## config.mk

```make
export PLATFORM = sky130hd
export DESIGN_NAME = inject_scheduler_flat
export DESIGN_NICKNAME = d
export VERILOG_FILES = /design/src/rtl/noc_inject_pkg.sv /design/src/rtl/inject_scheduler_if.sv /design/src/rtl/inject_watchdog.sv /design/src/rtl/inject_scheduler.sv /design/src/flat_wrapper.sv
export SDC_FILE = /design/constraint.sdc
export NUM_CORES = 1
export LEC_CHECK = 0
export BUFFER_PORTS_ARGS = -buffer_cell sky130_fd_sc_hd__buf_4
export CORE_MARGIN = 3
export CORE_UTILIZATION = 40
export CTS_BUF_LIST = sky130_fd_sc_hd__clkbuf_16
export DETAILED_ROUTE_END_ITERATION = 6
export GPL_TIMING_DRIVEN = 0
export PLACE_DENSITY_LB_ADDON = 0.2
export SLEW_MARGIN = 30
export SYNTH_ARGS = -nofsm -noshare
export SYNTH_HDL_FRONTEND = slang
export SYNTH_SLANG_ARGS = --single-unit
```

## constraint.sdc

```tcl
create_clock -name clk -period 4.2 [get_ports clk]
set_input_delay 0.84 -clock clk [delete_from_list [all_inputs] [get_ports clk]]
set_output_delay 0.84 -clock clk [all_outputs]
set_load 0.05 [all_outputs]
```

## src/rtl/noc_inject_pkg.sv

```systemverilog
// Shared definitions for the NoC injection scheduler slice.
// Holds the sizing constants, the scheduler state encoding, the mode
// encodings and a popcount helper used to total per-cycle valid pulses.
package noc_inject_pkg;

    localparam int NUM_NODES = 16;
    localparam int NODE_W    = 4;
    localparam int BUF_DEPTH = 30;
    localparam int CNT_W     = 5;
    localparam int TOT_W     = 10;
    localparam int TIMEOUT   = 64;
    localparam int GAP_W     = 8;
    localparam int WD_W      = 7;
    localparam int POP_W     = NODE_W + 1;

    localparam logic MODE_SEQ  = 1'b0;
    localparam logic MODE_CONC = 1'b1;

    typedef enum logic [1:0] {
        IDLE = 2'd0,
        RUN  = 2'd1,
        GAP  = 2'd2,
        DONE = 2'd3
    } sched_state_t;

    // Number of set bits in a node-wide vector.
    function automatic logic [POP_W-1:0] popcount(input logic [NUM_NODES-1:0] vec);
        logic [POP_W-1:0] sum;
        sum = '0;
        for (int i = 0; i < NUM_NODES; i++) begin
            sum = sum + {{(POP_W-1){1'b0}}, vec[i]};
        end
        return sum;
    endfunction

endpackage

```

## src/rtl/inject_scheduler_if.sv

```systemverilog
// Control/status bundle between the injection scheduler and its environment.
// master: the controller plus buffer side (drives start, mode, gap_cycles,
//         hold, node_valid; observes node_en and status).
// slave:  the scheduler itself.
interface inject_scheduler_if;
    import noc_inject_pkg::*;

    logic                 start;
    logic                 mode;
    logic [GAP_W-1:0]     gap_cycles;
    logic                 hold;
    logic [NUM_NODES-1:0] node_valid;
    logic [NUM_NODES-1:0] node_en;
    logic [NODE_W-1:0]    cur_node;
    logic                 busy;
    logic                 done;
    logic                 err;
    logic [TOT_W-1:0]     words_seen;

    modport master (
        output start, mode, gap_cycles, hold, node_valid,
        input  node_en, cur_node, busy, done, err, words_seen
    );

    modport slave (
        input  start, mode, gap_cycles, hold, node_valid,
        output node_en, cur_node, busy, done, err, words_seen
    );

endinterface

```

## src/rtl/inject_watchdog.sv

```systemverilog
// Progress watchdog for the injection scheduler.
// Ports: clk, rst (async active-low); clear zeroes the count and has priority;
// enable advances the count (saturating at LIMIT); fire is high while the
// count sits at LIMIT.
module inject_watchdog #(
    parameter int LIMIT = 64,
    parameter int W     = 7
) (
    input  logic clk,
    input  logic rst,
    input  logic clear,
    input  logic enable,
    output logic fire
);

    localparam logic [W-1:0] LIMIT_V = W'(LIMIT);

    logic [W-1:0] cnt_r;
    logic [W-1:0] cnt_s;
    logic         fire_r;

    // Next count: clear wins, otherwise count up until the limit is reached.
    always_comb begin
        cnt_s = cnt_r;
        if (clear) begin
            cnt_s = '0;
        end else if (enable && (cnt_r != LIMIT_V)) begin
            cnt_s = cnt_r + W'(1);
        end else begin
            cnt_s = cnt_r;
        end
    end

    // Count register and registered fire flag.
    always_ff @(posedge clk or negedge rst) begin
        if (!rst) begin
            cnt_r  <= '0;
            fire_r <= 1'b0;
        end else begin
            cnt_r  <= cnt_s;
            fire_r <= (cnt_s == LIMIT_V);
        end
    end

    assign fire = fire_r;

endmodule

```

## src/rtl/inject_scheduler.sv

```systemverilog
// Sequences the per-node one-shot injection buffers feeding the NoC.
// Ports: clk, rst (async active-low), bus (inject_scheduler_if.slave):
//   start/mode/gap_cycles select and launch a schedule, hold pauses all
//   enables, node_valid are the buffer out_valid pulses, node_en the buffer
//   enables, cur_node/busy/done/err/words_seen report progress.
// All outputs are registered. node_en is computed from the next state and
// next counters, so an enable drops on the same edge that records a node's
// last word, and a GAP of N cycles yields exactly N all-zero enable cycles.
module inject_scheduler
    import noc_inject_pkg::*;
(
    input  logic              clk,
    input  logic              rst,
    inject_scheduler_if.slave bus
);

    localparam logic [CNT_W-1:0]  FULL      = CNT_W'(BUF_DEPTH);
    localparam logic [NODE_W-1:0] LAST_NODE = NODE_W'(NUM_NODES - 1);

    sched_state_t         state_r, state_s;
    logic                 mode_r, mode_s;
    logic [GAP_W-1:0]     gap_r, gap_s;
    logic [GAP_W-1:0]     gap_cnt_r, gap_cnt_s;
    logic [NODE_W-1:0]    cur_r, cur_s;
    logic [CNT_W-1:0]     cnt_r [NUM_NODES];
    logic [CNT_W-1:0]     cnt_s [NUM_NODES];
    logic [TOT_W-1:0]     words_r, words_s;
    logic                 err_r, err_s;
    logic [NUM_NODES-1:0] en_r, en_s;
    logic                 busy_r, done_r;
    logic [NUM_NODES-1:0] elig_s, good_s, stray_s;
    logic [TOT_W:0]       words_sum_s;
    logic                 all_full_s;
    logic                 wd_clear_s, wd_enable_s, wd_fire_s;

    inject_watchdog #(
        .LIMIT (TIMEOUT),
        .W     (WD_W)
    ) u_watchdog (
        .clk    (clk),
        .rst    (rst),
        .clear  (wd_clear_s),
        .enable (wd_enable_s),
        .fire   (wd_fire_s)
    );

    // Which nodes may legitimately deliver a word this cycle.
    always_comb begin
        elig_s = '0;
        if (state_r == RUN) begin
            for (int i = 0; i < NUM_NODES; i++) begin
                if (cnt_r[i] < FULL) begin
                    if (mode_r == MODE_CONC) begin
                        elig_s[i] = 1'b1;
                    end else begin
                        elig_s[i] = (cur_r == NODE_W'(i));
                    end
                end else begin
                    elig_s[i] = 1'b0;
                end
            end
        end else begin
            elig_s = '0;
        end
    end

    assign good_s      = bus.node_valid & elig_s;
    assign stray_s     = bus.node_valid & ~elig_s;
    assign words_sum_s = {1'b0, words_r} + (TOT_W + 1)'(popcount(bus.node_valid));

    // Next-state, counter update, watchdog control and next enables.
    always_comb begin
        state_s     = state_r;
        mode_s      = mode_r;
        gap_s       = gap_r;
        gap_cnt_s   = gap_cnt_r;
        cur_s       = cur_r;
        cnt_s       = cnt_r;
        words_s     = words_r;
        err_s       = err_r;
        wd_clear_s  = 1'b1;
        wd_enable_s = 1'b0;
        all_full_s  = 1'b0;
        en_s        = '0;

        // Every valid during a schedule is totalled; only eligible ones
        // advance a node counter, the rest flag an error.
        if ((state_r == RUN) || (state_r == GAP)) begin
            words_s = words_sum_s[TOT_W] ? {TOT_W{1'b1}} : words_sum_s[TOT_W-1:0];
            if (stray_s != '0) begin
                err_s = 1'b1;
            end else begin
                err_s = err_r;
            end
            for (int i = 0; i < NUM_NODES; i++) begin
                if (good_s[i]) begin
                    cnt_s[i] = cnt_r[i] + CNT_W'(1);
                end else begin
                    cnt_s[i] = cnt_r[i];
                end
            end
        end else begin
            words_s = words_r;
        end

        case (state_r)
            IDLE, DONE: begin
                if (bus.start) begin
                    state_s   = RUN;
                    mode_s    = bus.mode;
                    gap_s     = bus.gap_cycles;
                    gap_cnt_s = '0;
                    cur_s     = '0;
                    words_s   = '0;
                    err_s     = 1'b0;
                    for (int i = 0; i < NUM_NODES; i++) begin
                        cnt_s[i] = '0;
                    end
                end else begin
                    state_s = state_r;
                end
            end
            RUN: begin
                wd_clear_s  = bus.hold | (good_s != '0);
                wd_enable_s = ~bus.hold & (good_s == '0);
                all_full_s  = 1'b1;
                for (int i = 0; i < NUM_NODES; i++) begin
                    all_full_s = all_full_s & (cnt_s[i] == FULL);
                end
                if (wd_fire_s) begin
                    // cur_node keeps pointing at the stalled node
                    state_s = DONE;
                    err_s   = 1'b1;
                end else if (mode_r == MODE_CONC) begin
                    state_s = all_full_s ? DONE : RUN;
                end else if (cnt_s[cur_r] == FULL) begin
                    if (cur_r == LAST_NODE) begin
                        state_s = DONE;
                    end else if (gap_r == '0) begin
                        cur_s      = cur_r + NODE_W'(1);
                        wd_clear_s = 1'b1;
                    end else begin
                        state_s   = GAP;
                        gap_cnt_s = '0;
                    end
                end else begin
                    state_s = RUN;
                end
            end
            GAP: begin
                if (gap_cnt_r == (gap_r - GAP_W'(1))) begin
                    state_s   = RUN;
                    cur_s     = cur_r + NODE_W'(1);
                    gap_cnt_s = '0;
                end else begin
                    gap_cnt_s = gap_cnt_r + GAP_W'(1);
                end
            end
            default: begin
                state_s = IDLE;
            end
        endcase

        if (state_s == RUN) begin
            if (mode_s == MODE_CONC) begin
                for (int i = 0; i < NUM_NODES; i++) begin
                    en_s[i] = ~bus.hold & (cnt_s[i] < FULL);
                end
            end else begin
                en_s[cur_s] = ~bus.hold;
            end
        end else begin
            en_s = '0;
        end
    end

    // State, counters and registered outputs.
    always_ff @(posedge clk or negedge rst) begin
        if (!rst) begin
            state_r   <= IDLE;
            mode_r    <= MODE_SEQ;
            gap_r     <= '0;
            gap_cnt_r <= '0;
            cur_r     <= '0;
            words_r   <= '0;
            err_r     <= 1'b0;
            en_r      <= '0;
            busy_r    <= 1'b0;
            done_r    <= 1'b0;
            for (int i = 0; i < NUM_NODES; i++) begin
                cnt_r[i] <= '0;
            end
        end else begin
            state_r   <= state_s;
            mode_r    <= mode_s;
            gap_r     <= gap_s;
            gap_cnt_r <= gap_cnt_s;
            cur_r     <= cur_s;
            words_r   <= words_s;
            err_r     <= err_s;
            en_r      <= en_s;
            busy_r    <= (state_s == RUN) || (state_s == GAP);
            done_r    <= (state_s == DONE);
            for (int i = 0; i < NUM_NODES; i++) begin
                cnt_r[i] <= cnt_s[i];
            end
        end
    end

    assign bus.node_en    = en_r;
    assign bus.cur_node   = (mode_r == MODE_CONC) ? '0 : cur_r;
    assign bus.busy       = busy_r;
    assign bus.done       = done_r;
    assign bus.err        = err_r;
    assign bus.words_seen = words_r;

endmodule

```

## src/flat_wrapper.sv

```systemverilog
// flat-port wrapper written by rule: the top's interface ports become plain ports
module inject_scheduler_flat import noc_inject_pkg::*;
  (clk, rst, bus_start, bus_mode, bus_gap_cycles, bus_hold, bus_node_valid, bus_node_en, bus_cur_node, bus_busy, bus_done, bus_err, bus_words_seen);
  inject_scheduler_if bus_i ();
  input  logic clk;
  input  logic rst;
  input wire logic [$bits(bus_i.start)-1:0] bus_start;
  input wire logic [$bits(bus_i.mode)-1:0] bus_mode;
  input wire logic [$bits(bus_i.gap_cycles)-1:0] bus_gap_cycles;
  input wire logic [$bits(bus_i.hold)-1:0] bus_hold;
  input wire logic [$bits(bus_i.node_valid)-1:0] bus_node_valid;
  output wire logic [$bits(bus_i.node_en)-1:0] bus_node_en;
  output wire logic [$bits(bus_i.cur_node)-1:0] bus_cur_node;
  output wire logic [$bits(bus_i.busy)-1:0] bus_busy;
  output wire logic [$bits(bus_i.done)-1:0] bus_done;
  output wire logic [$bits(bus_i.err)-1:0] bus_err;
  output wire logic [$bits(bus_i.words_seen)-1:0] bus_words_seen;
  assign bus_i.start = bus_start;
  assign bus_i.mode = bus_mode;
  assign bus_i.gap_cycles = bus_gap_cycles;
  assign bus_i.hold = bus_hold;
  assign bus_i.node_valid = bus_node_valid;
  assign bus_node_en = bus_i.node_en;
  assign bus_cur_node = bus_i.cur_node;
  assign bus_busy = bus_i.busy;
  assign bus_done = bus_i.done;
  assign bus_err = bus_i.err;
  assign bus_words_seen = bus_i.words_seen;
  inject_scheduler u_core (.clk(clk), .rst(rst), .bus(bus_i));
endmodule
```

==> results_dict.tcl, run 1 <==
set metrics [dict create \
    critPathMostFrequentCell "fa_1" \
    finalCriticalPeriod_ns 5.277 \
    cts_buffer_depth 2 \
    path_clk_slew_ns 0.07 \
    drv_slew 0 \
    maxCapViolations 0 \
    period_share 1.256 \
    violations "negative setup slack" \
    peakVddDrop_v 0.0006041 \
    layout.nets 1491 \
    vias_per_cell 6.349 \
    hold_buffers 0 \
    cp-start-kind "input port" \
    n_antenna_cell 0 \
    syn_nets 1351 \
    ant_nets 0 \
    drive_gt1_frac 0.2289 \
    synthTopCellsByCount "dfrtp_1 (140), nand2_1 (138), nor2_1 (116), o21ai_0 (63), nand3_1 (59)" \
    cts_tree "built" \
    synthCells 1273 \
    worstHoldPathType "in -> async" \
    grt_pass1_vias 10700 \
    syn_to_final_growth_pct 27.52 \
    max_stage_delay_ns 0.54 \
    clock_skew_ns 0.01656 \
    ys_warn_count 0 \
    synth_area_per_cell_sq_um 8.437 \
    yosys.area.top_type "dfrtp_1" \
    coreArea_sq_um 26210 \
    dieArea_sq_um 28850 \
    ff_latch_area_sq_um 3506 \
    fin_util 0.5226 \
    yosysMostFrequentCell "dfrtp_1" \
    ys.flop_type "dfrtp_1" \
    synth_area_sq_um 10740 \
    multi_input_area_sq_um 7505 \
    powerDensity_nw_per_um2 617.9 \
    fin_ws_ns -1.077 \
    ys_ff_latch 140 \
    num_vias 11170 \
    htreeDepth 4 \
    row_count 59 \
    path_max_fanout 2 \
    ioPinCount 62 \
    cts_root_buffer "clkbuf_16" \
    drcViolationCount 0 \
    dp_slack_ns -1.829 \
    status "finished, violations left" \
    hpwl_um 29900 \
    ys_top_cells_by_area "dfrtp_1 (33%), nand2_1 (4.8%), ha_1 (4.4%), nor2_1 (4.1%), xor2_1 (3.1%)" \
    antenna_found_initial 1 \
    insertion_delay_ns 0.44 \
    rsz0062_at_grt "yes" \
    max_slew_margin 0.2895 \
    p_leak_nw 5.794 \
    synth_cell_types 97 \
    slowest_stage "fa_2" \
    grt_pass1_wl_um 62850 \
    setup_viol 21 \
    io_buffers 58 \
    fmax_mhz 189.5 \
    path_cells "buf_12 -> ha_4 -> inv_2 -> fa_1 -> fa_1 -> fa_1 -> fa_1 -> fa_2 -> fa_2 -> inv_2 -> fa_2 -> a21oi_2 -> nor2_1 -> nor2_1 -> inv_1 -> a21oi_2 -> inv_1 -> and3_4 -> mux2i_1 -> or2_4" \
    endpoint_kind "flop" \
    worst_pin_slew_ns 1.066 \
    die_w_um 169.9 \
    overflow 0 \
    yosysTopAreaCellShare 0.3262 \
    grt_max_degree 74 \
    globalplace.congestion 1.037 \
    cts_buffers 17 \
    ys_seq_area_frac 0.3262 \
    drtIter0Drc 1376 \
    crit_type "in -> reg" \
    firstDrtPassIters 6 \
    fillerInstances 2407 \
    worstPathArrival_ns 5.61 \
    wl_um 41700 \
    numClockSinks 140 \
    start_util 0.4098 \
    regToRegSetupSlack_ns -0.15 \
    async_flop_share 1.000 \
    wl_per_cell_um 23.70 \
    required_ns 4.53 \
    hold_viol 0 \
    synth_edf_count 0 \
    die_h_um 169.9 \
    grt_use_total 0.2849 \
]
==> worst paths after layout <==
path | from | endpoint | cells past startpoint
worst min register to register | u_core.gap_cnt_r[7]$_DFFE_PN0P_ | u_core.gap_cnt_r[7]$_DFFE_PN0P_ | 1
worst max-delay path | bus_node_valid[1] | u_core.bus.words_seen[6]$_DFF_PN0_ | 20
max in group asynchronous | rst | u_core.state_r[1]$_DFF_PN0_ | 2
min in group clk | u_core.gap_cnt_r[7]$_DFFE_PN0P_ | u_core.gap_cnt_r[7]$_DFFE_PN0P_ | 1
worst max register to register | u_core.state_r[1]$_DFF_PN0_ | u_core.bus.node_en[7]$_DFF_PN0_ | 20
worst min-delay path | rst | u_core.cnt_r[68]$_DFF_PN0_ | 1
==> kinds of logic after synthesis <==
group,share of synthesized area
AO/OA/AOI/OAI,0.2026
XOR/XNOR,0.05545
adder cells (fa/ha/maj),0.06477
buffers and inverters,0.04485
flip-flops,0.3262
multiplexers,0.03227
AND/OR/NAND/NOR,0.2739
==> cells in the final DEF, fill, tap and decap left out, types with 10 or more instances in the layout <==
master | synthesis | layout
ha_1 | 38 | 30
xor2_1 | 38 | 36
o22ai_1 | 14 | 13
and3_1 | 22 | 17
xnor2_1 | 30 | 28
o211ai_1 | 19 | 19
o21ai_0 | 63 | 55
or3_1 | 14 | 12
nand4_1 | 39 | 39
clkbuf_16 | 0 | 18
dfrtp_1 | 140 | 138
o2111ai_1 | 16 | 12
clkbuf_1 | 40 | 26
nand2_1 | 138 | 133
mux2i_1 | 29 | 25
inv_1 | 54 | 50
nor3_1 | 24 | 17
nor2_1 | 116 | 115
nand2b_1 | 31 | 29
a21oi_1 | 56 | 44
o21ai_1 | 6 | 10
nand3_1 | 59 | 58
and2_1 | 21 | 20
buf_4 | 4 | 120
a21oi_2 | 1 | 11
==> stage by stage <==
stage | hold slack, ns | cells | setup TNS, ns | power, mW | area, sq um
2_1_floorplan | 0.4682 | 1273 | -10.80 | 5.025 | 10770
3_3_place_gp | 0.4887 | 1666 | -55.66 | 5.966 | 11630
3_5_place_dp | 0.4963 | 1667 | -53.42 | 6.029 | 11670
4_1_cts | 0.3814 | 1734 | -10.16 | 8.229 | 13130
5_1_grt | 0.3840 | 1759 | -13.01 | 8.996 | 13700
6_report | 0.3347 | 1759 | -10.96 | 8.462 | 13700
==> what timing repair did <==
item                       in CTS  in global routing
pin swaps                      29                 37
buffers inserted               37                 27
gates resized for setup       123                 89
setup endpoints to repair      70                 33
==> layout make-up <==
class                           count  share of cell area
Buffer                             59             0.02832
Clock buffer                       17             0.03106
Clock inverter                     13             0.01644
Inverter                           59             0.01754
Multi-Input combinational cell   1014              0.5480
Sequential cell                   140              0.2560
Tap cell                          335             0.03060
Timing Repair Buffer              122             0.07208
==> critical path: cells and delay by family <==
family,cells,cell delay [ns]
AO/OA/AOI/OAI,2,0.29
adder cells (fa/ha/maj),8,3.46
buffers and inverters,5,0.34
multiplexers,1,0.11
AND/OR/NAND/NOR,4,0.57
==> routing by layer <==
layer	global-route usage	part of all wire	wire length, um
met2	0.4370	0.45	18750
met5	0	0.00022	9
met1	0.3836	0.42	17380
met3	0.06411	0.086	3594
met4	0.1326	0.047	1962
==> registers in the layout, indices dropped and copies added (netlist names) <==
signal / cells
u_core.state_r: 2
u_core.cnt_r: 80
u_core.cur_r: 4
u_core.mode_r: 1
u_core.bus.busy: 1
u_core.u_watchdog.fire: 1
u_core.bus.err: 1
u_core.bus.words_seen: 10
u_core.u_watchdog.cnt_r: 7
u_core.bus.done: 1
u_core.gap_r: 8
u_core.gap_cnt_r: 8
u_core.bus.node_en: 16
==> power by group <==
part / internal [mW] / total, mW / switching, mW
Sequential: 1.83 / 2.48 / 0.645
Clock: 1.10 / 1.75 / 0.647
Combinational: 1.86 / 4.23 / 2.37
Note: power is estimated with default switching activity, not from simulation.
==> inputs of run 2 (changes only) <==
Settings changed: ABC_AREA from default to 1.
==> results_dict.tcl, run 2 <==
set metrics [dict create \
    synth_area_per_cell_sq_um 6.950 \
    async_flop_share 1.000 \
    path_max_fanout 10 \
    worstHoldPathType "in -> async" \
    syn_nets 1603 \
    synthSimpleGateAreaFrac 0.3887 \
    num_vias 10980 \
    synth_top_family_by_area "simple AND/OR/NAND/NOR gates" \
    grt_use_total 0.2676 \
    clock_skew_ns 0.008103 \
    drtIter0Drc 1137 \
    synth_mux_area_frac 0 \
    wl_um 38170 \
    dieArea_sq_um 28490 \
    ant_nets 0 \
    n_antenna_cell 0 \
    max_slew_margin 0.2838 \
    coreArea_sq_um 25620 \
    p_leak_nw 6.049 \
    finalCriticalPeriod_ns 5.116 \
    grt_max_degree 80 \
    grt_pass1_vias 10380 \
    ys_seq_area_frac 0.3305 \
    synth_cell_types 53 \
    fin_ws_ns -0.9155 \
    numClockSinks 140 \
    status "finished, violations left" \
    die_h_um 168.8 \
    maxCapViolations 0 \
    dp_slack_ns -2.125 \
    synthTopCellsByCount "nand2_1 (351), inv_1 (204), nand3_1 (190), nor2_1 (189), dfrtp_1 (140)" \
    grt_pass1_wl_um 58560 \
    largest_reg_flops 80 \
    cts_buffers 17 \
    yosysTopAreaCellShare 0.3305 \
    peakVddDrop_v 0.0003583 \
    ys_top_cells_by_area "dfrtp_1 (33%), nand2_1 (12%), nand3_1 (9.0%), inv_1 (7.2%), nor2_1 (6.7%)" \
    worst_pin_slew_ns 1.074 \
    cts_root_buffer "clkbuf_16" \
    vias_per_cell 5.559 \
    path_clk_slew_ns 0.07 \
    synth_edf_count 0 \
    antenna_found_initial 0 \
    required_ns 4.53 \
    regMostFlops "u_core.cnt_r" \
    drive_gt1_frac 0.1830 \
    drcViolationCount 1 \
    worstPathArrival_ns 5.44 \
    synthXorXnorAreaFrac 0.03211 \
    wl_per_cell_um 19.32 \
    timing.hold.ws_ns 0.3172 \
    synthCells 1525 \
    start_util 0.4137 \
    hpwl_um 28260 \
    cp-start-kind "input port" \
    crit_type "in -> reg" \
    ys_ff_latch 140 \
    cts_tree "built" \
    firstDrtPassIters 7 \
    violations "design-rule violations, negative setup slack" \
    rsz0062_at_grt "yes" \
    overflow 0 \
    period_share 1.218 \
    ioPinCount 62 \
    dp.cells 1916 \
    insertion_delay_ns 0.44 \
    synth-compound-area-share 0.08582 \
    cts_buffer_depth 2 \
    stdcell_count 1975 \
    layout_commonest_cell "nand2_1" \
    syn_to_final_growth_pct 21.51 \
    ys.flop_type "dfrtp_1" \
    final_cell_mix "nand2_1 (348), inv_1 (196), nor2_1 (184)" \
    drv_slew 0 \
    synth_area_sq_um 10600 \
    synth_adder_area_share 0.06564 \
    htreeDepth 4 \
    hold_buffers 0 \
    endpoint_kind "flop" \
    yosysMostFrequentCell "nand2_1" \
    powerDensity_nw_per_um2 760.9 \
    globalplace.congestion 0.9902 \
    row_count 58 \
    fmax_mhz 195.5 \
    hold_viol 0 \
    io_buffers 60 \
    setup_viol 10 \
    die_w_um 168.8 \
    yosys.area.top_type "dfrtp_1" \
    ys_warn_count 0 \
    layout.nets 1710 \
]
run 2: changes by cell type after synthesis, moves of 15 or more:
cell / delta
nand3_1: +131
nand2_1: +213
and3_1: -17
and2_1: -17
clkbuf_1: -26
mux2i_1: -29
inv_1: +150
xnor2_1: -19
a21oi_1: -15
nor2_1: +73
nand2_2: +17
nand2b_1: -31
run 2: metrics by stage:
stage / power, mW / util / setup TNS [ns] / cell area (sq um)
finish: 9.799 / 0.5027 / -8.840 / 12880
global route: 10.43 / 0.5027 / -9.839 / 12880
CTS: 9.396 / 0.4906 / -8.868 / 12570
detailed placement: 7.468 / 0.4509 / -77.94 / 11550
global placement: 7.403 / 0.4495 / -75.90 / 11520
floorplan: 5.841 / - / -9.034 / 10650
run 2: cell families after synthesis:
logic type | count (synthesis)
xor gates and xnor gates | 38
buffers and inverters | 259
AOI/OAI and AO/OA | 153
and+or+nand+nor | 886
DFF | 140
adders and majority gates | 49
run 2: worst max-delay path, cell delays in order:
cell and delay (ns):
buf_8 0.11, ha_4 0.25, inv_2 0.03, fa_1 0.54
fa_1 0.47, fa_1 0.55, fa_1 0.46, fa_2 0.39
fa_2 0.38, xnor2_2 0.17, ha_4 0.31, inv_4 0.04
o31ai_4 0.23, nand2_2 0.11, a21boi_4 0.24, nand3_4 0.18
o311ai_0 0.14
run 2: area by class of cell:
type	count	area (sq um)
clock inverters	15	163.9
plain buffers	40	289.0
inverters	218	828.3
multi-input cells	1126	6543
clock buffers	17	425.4
flip-flops and latches	140	3506
repair buffers	89	710.7
well taps	330	412.9
fillers	2564	12740
run 2: routing by layer:
metal  vias up  global-route usage  wire, um
li1       5177                   -         -
met1      5111              0.3525     15750
met2       568              0.4154     17010
met3       124             0.06002      3469
met4         0              0.1330      1943
met5         -                   0         0
run 2: report_power, final:
| group | leakage, nW | total (mW) | internal, mW | switching (mW) |
|---|---|---|---|---|
| Combinational | 3.93 | 6.12 | 1.96 | 4.16 |
| Sequential | 1.85 | 2.11 | 1.76 | 0.347 |
| Clock | 0.278 | 1.57 | 0.884 | 0.682 |
run 2: path summary, 6_finish.rpt:
check,to,cells past startpoint,slack [ns],from
hold reg to reg,u_core.bus.words_seen[0]$_DFF_PN0_,2,0.55,u_core.bus.words_seen[0]$_DFF_PN0_
max in group asynchronous,u_core.cnt_r[79]$_DFF_PN0_,2,3.09,rst
setup / recovery,u_core.bus.words_seen[3]$_DFF_PN0_,17,-0.92,bus_node_valid[0]
min in group clk,u_core.bus.words_seen[0]$_DFF_PN0_,2,0.55,u_core.bus.words_seen[0]$_DFF_PN0_
setup reg to reg,u_core.bus.node_en[10]$_DFF_PN0_,10,0.10,u_core.state_r[0]$_DFF_PN0_
hold / removal,u_core.cnt_r[12]$_DFF_PN0_,1,0.32,rst
run 2: what timing repair did:
item	CTS	global route
resized for setup	81	38
setup endpoints to repair	100	26
setup buffers	13	15
pin swaps	15	32
cloned	0	0
